### config.mk
export PLATFORM = sky130hd
export DESIGN_NAME = sig_slicer
export DESIGN_NICKNAME = d
export VERILOG_FILES = /design/src/rtl/sig_slicer.sv
export SDC_FILE = /design/constraint.sdc
export NUM_CORES = 1
export LEC_CHECK = 0
export BUFFER_PORTS_ARGS = -buffer_cell sky130_fd_sc_hd__buf_4
export CAP_MARGIN = 20
export CORE_MARGIN = 2
export CORE_UTILIZATION = 30
export CTS_CLUSTER_DIAMETER = 150
export DETAILED_ROUTE_END_ITERATION = 10
export HOLD_SLACK_MARGIN = 0.06
export SETUP_SLACK_MARGIN = 0.4
export SLEW_MARGIN = 15
export SYNTH_ARGS = -nofsm -noshare
export SYNTH_HDL_FRONTEND = slang
export SYNTH_SLANG_ARGS = --single-unit
### constraint.sdc
create_clock -name clk -period 15.4 [get_ports clk]
set_clock_uncertainty 0.15 [all_clocks]
set_input_delay 0 -clock clk [delete_from_list [all_inputs] [get_ports clk]]
set_output_delay 0 -clock clk [all_outputs]
set_load 0.005 [all_outputs]
### src/rtl/sig_slicer.sv
// sig_slicer: moving-average smoother and hysteresis slicer for signed amplitude samples.
//
// Samples are averaged over a 2^LOG2_AVG window. Each averaged sample steps a four-state
// hysteresis FSM with a glitch filter, which commits the binary line level only after
// min_run consecutive qualifying averages. Every committed change reports the run length
// of the level being left.
//
// Ports:
//   clk, reset_l        clock, asynchronous active-low reset
//   sample_i            signed W-bit amplitude sample
//   sample_valid        qualifier for sample_i (may be high every cycle)
//   wr_en/addr/data     config writes: 0 thr_hi, 1 thr_lo, 2 min_run, 3 ctrl
//                       (ctrl bit0 enable, bit1 write-1 clear pulse)
//   avg_o               registered signed moving average
//   level_o             sliced line level
//   level_valid         pulse: avg_o / level_o refreshed (two cycles after the sample)
//   edge_o              pulse on a committed level change (only with level_valid)
//   run_len_o           averaged samples spent in the previous level, valid with edge_o
module sig_slicer #(
  parameter int unsigned W        = 32,
  parameter int unsigned LOG2_AVG = 3,
  parameter int unsigned RUN_W    = 16
) (
  input  logic                clk,
  input  logic                reset_l,
  input  logic signed [W-1:0] sample_i,
  input  logic                sample_valid,
  input  logic                wr_en,
  input  logic [1:0]          wr_addr,
  input  logic [31:0]         wr_data,
  output logic signed [W-1:0] avg_o,
  output logic                level_o,
  output logic                level_valid,
  output logic                edge_o,
  output logic [RUN_W-1:0]    run_len_o
);

  localparam int unsigned Depth = 1 << LOG2_AVG;
  localparam int unsigned AccW  = W + LOG2_AVG;
  localparam int unsigned CmpW  = (W > 32) ? W : 32;
  localparam int unsigned FillW = LOG2_AVG + 1;

  localparam logic [1:0] StLow    = 2'd0;
  localparam logic [1:0] StPendHi = 2'd1;
  localparam logic [1:0] StHigh   = 2'd2;
  localparam logic [1:0] StPendLo = 2'd3;

  // Config registers
  logic signed [31:0] thr_hi_q, thr_lo_q;
  logic [7:0]         min_run_q;
  logic               enable_q;
  logic               clr;

  assign clr = wr_en && (wr_addr == 2'd3) && wr_data[1];

  always_ff @(posedge clk or negedge reset_l) begin
    if (!reset_l) begin
      thr_hi_q  <= 32'sd1000;
      thr_lo_q  <= 32'sd500;
      min_run_q <= 8'd4;
      enable_q  <= 1'b1;
    end else if (wr_en) begin
      unique case (wr_addr)
        2'd0: thr_hi_q  <= $signed(wr_data);
        2'd1: thr_lo_q  <= $signed(wr_data);
        2'd2: min_run_q <= wr_data[7:0];
        2'd3: enable_q  <= wr_data[0];
      endcase
    end
  end

  // Stage 1: window buffer, accumulator, fill count
  logic signed [W-1:0]    win_q [Depth];
  logic [LOG2_AVG-1:0]    wptr_q;
  logic [FillW-1:0]       fill_q;
  logic signed [AccW-1:0] acc_q, acc_d;
  logic signed [W-1:0]    avg_s1_d;
  logic                   accept;
  logic                   s1_valid_d;

  // Stage 1 -> 2 pipeline; thresholds are resolved here so a config write landing
  // with a sample cannot affect that sample's comparison.
  logic                   s1_valid_q;
  logic signed [W-1:0]    s1_avg_q;
  logic                   s1_gt_hi_q, s1_lt_lo_q;
  logic [7:0]             s1_min_run_q;

  assign accept     = sample_valid && enable_q && !clr;
  assign acc_d      = acc_q + AccW'(sample_i) - AccW'(win_q[wptr_q]);
  assign avg_s1_d   = W'(acc_d >>> LOG2_AVG);
  // This sample completes (or follows) a full window
  assign s1_valid_d = accept && (fill_q >= FillW'(Depth - 1));

  always_ff @(posedge clk or negedge reset_l) begin
    if (!reset_l) begin
      for (int unsigned i = 0; i < Depth; i++) win_q[i] <= '0;
      wptr_q       <= '0;
      fill_q       <= '0;
      acc_q        <= '0;
      s1_valid_q   <= 1'b0;
      s1_avg_q     <= '0;
      s1_gt_hi_q   <= 1'b0;
      s1_lt_lo_q   <= 1'b0;
      s1_min_run_q <= 8'd1;
    end else if (clr) begin
      for (int unsigned i = 0; i < Depth; i++) win_q[i] <= '0;
      wptr_q     <= '0;
      fill_q     <= '0;
      acc_q      <= '0;
      s1_valid_q <= 1'b0;
      s1_avg_q   <= '0;
    end else begin
      s1_valid_q <= s1_valid_d;
      if (accept) begin
        win_q[wptr_q] <= sample_i;
        acc_q         <= acc_d;
        wptr_q        <= wptr_q + LOG2_AVG'(1);
        if (fill_q != FillW'(Depth)) fill_q <= fill_q + FillW'(1);
        s1_avg_q      <= avg_s1_d;
        s1_gt_hi_q    <= CmpW'(avg_s1_d) > CmpW'(thr_hi_q);
        s1_lt_lo_q    <= CmpW'(avg_s1_d) < CmpW'(thr_lo_q);
        s1_min_run_q  <= (min_run_q == 8'd0) ? 8'd1 : min_run_q;
      end
    end
  end

  // Stage 2: registered average and slicer FSM
  logic [1:0]          state_q, state_d, tgt;
  logic [7:0]          pend_q, pend_d, pend_inc;
  logic [RUN_W-1:0]    run_q, run_d, run_inc;
  logic [RUN_W-1:0]    run_len_q, run_len_d;
  logic signed [W-1:0] avg_q, avg_d;
  logic                level_q, level_d;
  logic                lv_q;
  logic                edge_q, edge_d;
  logic                commit;

  always_comb begin
    state_d   = state_q;
    pend_d    = pend_q;
    run_d     = run_q;
    run_len_d = run_len_q;
    avg_d     = avg_q;
    level_d   = level_q;
    edge_d    = 1'b0;
    commit    = 1'b0;
    tgt       = StLow;
    run_inc   = (run_q == {RUN_W{1'b1}}) ? run_q : run_q + RUN_W'(1);
    // pend is 0 in the settled states, so pend_inc is also the first pending count
    pend_inc  = pend_q + 8'd1;
    if (s1_valid_q) begin
      avg_d = s1_avg_q;
      run_d = run_inc;
      unique case (state_q)
        StLow, StPendHi: begin
          if (s1_gt_hi_q) begin
            if (pend_inc >= s1_min_run_q) begin
              commit = 1'b1;
              tgt    = StHigh;
            end else begin
              state_d = StPendHi;
              pend_d  = pend_inc;
            end
          end else begin
            state_d = StLow;
            pend_d  = '0;
          end
        end
        StHigh, StPendLo: begin
          if (s1_lt_lo_q) begin
            if (pend_inc >= s1_min_run_q) begin
              commit = 1'b1;
              tgt    = StLow;
            end else begin
              state_d = StPendLo;
              pend_d  = pend_inc;
            end
          end else begin
            state_d = StHigh;
            pend_d  = '0;
          end
        end
      endcase
      if (commit) begin
        state_d   = tgt;
        pend_d    = '0;
        level_d   = (tgt == StHigh);
        edge_d    = 1'b1;
        // The pending samples already belong to the new level
        run_len_d = run_inc - RUN_W'(s1_min_run_q);
        run_d     = RUN_W'(s1_min_run_q);
      end
    end
  end

  always_ff @(posedge clk or negedge reset_l) begin
    if (!reset_l) begin
      state_q   <= StLow;
      pend_q    <= '0;
      run_q     <= '0;
      run_len_q <= '0;
      avg_q     <= '0;
      level_q   <= 1'b0;
      lv_q      <= 1'b0;
      edge_q    <= 1'b0;
    end else if (clr) begin
      state_q   <= StLow;
      pend_q    <= '0;
      run_q     <= '0;
      run_len_q <= '0;
      avg_q     <= '0;
      level_q   <= 1'b0;
      lv_q      <= 1'b0;
      edge_q    <= 1'b0;
    end else begin
      state_q   <= state_d;
      pend_q    <= pend_d;
      run_q     <= run_d;
      run_len_q <= run_len_d;
      avg_q     <= avg_d;
      level_q   <= level_d;
      lv_q      <= s1_valid_q;
      edge_q    <= edge_d;
    end
  end

  assign avg_o       = avg_q;
  assign level_o     = level_q;
  assign level_valid = lv_q;
  assign edge_o      = edge_q;
  assign run_len_o   = run_len_q;

endmodule

==> results_dict.tcl <==
set metrics [dict create \
    cts_tree "built" \
    hold_class "primary input to register" \
    start_util_pct 30.3 \
    synth_top_cell_area_share_pct 45.6 \
    final_nets 2729 \
    fin_tns_setup_ps 0 \
    die_x_um 289 \
    multi_input_comb_area_mm2 0.0115 \
    hold_violations 0 \
    crit_arrival_ps 7520 \
    clockBufferDepth 3 \
    drtAntennaViolNets 0 \
    crit_fanout 23 \
    cts_buffers 51 \
    fin_cells 3602 \
    crit_buf_inv 1 \
    clock_latency_ps 610 \
    post_drt_wl_per_cell_um 20.7 \
    synthTopCellsByCount "dfrtp_1, a22o_1, inv_1" \
    antenna_found_initial 3 \
    htreeDepth 2 \
    startpoint_type "register" \
    max_freq_mhz 139 \
    relSlewSlack_pct 27.5 \
    cts_root_buf "clkbuf_16" \
    areaGrowthSynthToFinish_pct 20.8 \
    core_area_mm2 0.0804 \
    dpl.cell_count 3391 \
    synth.net_count 2558 \
    min_from "wr_data[4]" \
    period_share_pct 46.8 \
    yosysTopAreaCell "dfrtp_1" \
    synthArstFlopShare_pct 100 \
    reg2regPathDepth 23 \
    cts_resized 0 \
    routed_wl_um 74400 \
    synth_edf_count 0 \
    synthTopCellsByArea "dfrtp_1, a22o_1, ha_1" \
    first_pass_iters 5 \
    dp_slack_ps 8340 \
    ir_drop_mv 0.132 \
    syn-instance-count 2333 \
    cpPeakStageDelay_ps 930 \
    holdPathStages 4 \
    setup.worst_path.end_class "register" \
    clock-sinks 458 \
    synth_area_per_cell_um2 10.4 \
    crit_start "wptr_q[2]" \
    ys_types 89 \
    rsz0062_at_grt "false" \
    status "complete, no violations" \
    drc 0 \
    clk_pin_slew_worst_paths_ps 60 \
    power_density_mw_per_mm2 272 \
    slew_violations 0 \
    power_mw 7.99 \
    seq_area_frac_synth_pct 47.2 \
    seq_area_mm2 0.0115 \
    placement.io_buffers 120 \
    hold_end "thr_hi_q[4]" \
    synth_area_mm2 0.0243 \
    reg2reg_setup_slack_ps 8190 \
    timing.rr.end "s1_lt_lo_q" \
    crit_top_cell "a21o_1" \
    met1_usage_pct 24.7 \
    gp_congestion 0.830 \
    fin_crit_ps 7210 \
    setup_violations 0 \
    ys_ff_latch 458 \
    cts_setup_buffers 0 \
    crit_type "register to register" \
    drive_gt1_share_pct 13.9 \
    dp_hpwl_um 50000 \
    final_util_pct 36.6 \
    path_cells "nor3_2 > buf_4 > a22oi_1 > nand4_1 > fa_1 > fa_1 > nand2b_1 > a21oi_2 > o2111ai_4 > a21oi_4 > a41oi_2 > o311ai_4 > a21oi_1 > xnor2_1 > ha_1 > a21o_1 > a21o_1 > a21o_1 > a21o_1 > a221o_1 > a21oi_1 > o211ai_1 > o311ai_0" \
    critPathRequiredTime_ps 15720 \
    yosys_warnings 0 \
    io-pin-count 121 \
    grt_overflow 0 \
    grtUsageMet3_pct 3.77 \
    drtIter0Drc 1519 \
    via_count 19100 \
    grt-busiest-layer "met2" \
    grt_pass1_wl_um 116000 \
    row_count 104 \
    synthFlopType "dfrtp_1" \
    die_area_mm2 0.0834 \
    met2_usage_pct 28.6 \
    slowest_stage "nor3_2" \
    cp_top_family "compound AO/OA/AOI/OAI gates" \
    post-synth-top-count-cell "dfrtp_1" \
    worst_slew_pin_slew_ps 1080 \
    layout_setup_ws_ps 8190 \
    crit_cells 23 \
    grt_max_degree 146 \
    die_h_um 289 \
    vias_per_cell 5.31 \
    reg2reg_from "wptr_q[2]" \
    grt_pass1_vias 19200 \
    fillers 8003 \
    cap_violations 0 \
    p_leak_nw 13.8 \
    globalRouteTotalUtil_pct 17.8 \
]
[flip-flops by register name (all words and copies together) (netlist names), 3 cells and up]
name	count
fill_q	4
acc_q	35
wptr_q	3
run_len_o	16
pend_q	8
avg_o	32
s1_min_run_q	8
win_q	256
thr_hi_q	32
thr_lo_q	32
min_run_q	8
run_q	16
[how the worst max path moves through the flow]
stage | end | slack [ps]
after floorplan | s1_lt_lo_q | 9470
after global placement | s1_lt_lo_q | 8370
after detailed placement | s1_lt_lo_q | 8340
after CTS | s1_lt_lo_q | 8280
after global routing | s1_gt_hi_q | 7890
final | s1_lt_lo_q | 8190
[layout make-up]
class	instances	share of cell area [%]
inverter	230	2.94
multi-input combinational	1482	39.0
timing repair buffer	281	8.36
clock buffer	70	5.00
clock inverter	19	1.11
antenna	2	0.0170
tap	1060	4.51
sequential	458	39.1
[power breakdown]
| group | leakage (nW) | internal (mW) | switching (mW) |
|---|---|---|---|
| logic | 6.90 | 2.01 | 2.79 |
| clock network | 0.882 | 0.798 | 0.510 |
| registers | 6.02 | 1.60 | 0.284 |
[cells in the final DEF, fill, tap and decap left out, types with 51 or more instances in the layout]
cell type	n
a22oi_1	131
dlygate4sd3_1	118
a21oi_1	84
nor2_1	86
buf_4	159
dfrtp_1	442
a21o_1	56
inv_1	230
ha_1	120
nand4_1	51
a22o_1	263
nand2_1	153
clkbuf_16	52
o21ai_0	89
[tightest hold or removal path: stages]
cell and delay (ps):
dlygate4sd3_1 540, buf_4 120, nand2_1 40, o21ai_0 70
[logic make-up after synthesis]
kind of cell / share of synthesized area, %
XOR/XNOR: 2.14
flip-flops: 47.2
AO/OA/AOI/OAI: 22.3
adder cells (fa/ha/maj): 9.05
buffers and inverters: 6.08
AND/OR/NAND/NOR: 9.29
multiplexers: 3.94
[per-layer routing]
metal  wire length, um  vias to the layer above
li1                  -                     8743
met1             33500                     9645
met2             34300                      649
met3              5550                       76
met4              1120                        2
met5                13                        -
[repair_timing]
item                       4_1_cts  5_1_grt
hold endpoints to repair       486        0
hold buffers                   119        0
setup endpoints to repair        0        0
[per-stage QoR]
step | cell area [um2] | hold slack, ps
2_1_floorplan | 24300 | -446
3_3_place_gp | 26400 | -31.9
3_5_place_dp | 26400 | -39.9
4_1_cts | 29400 | 60.1
5_1_grt | 29400 | 72.7
6_report | 29400 | 58.2
Note: power is estimated with default switching activity, not from simulation.
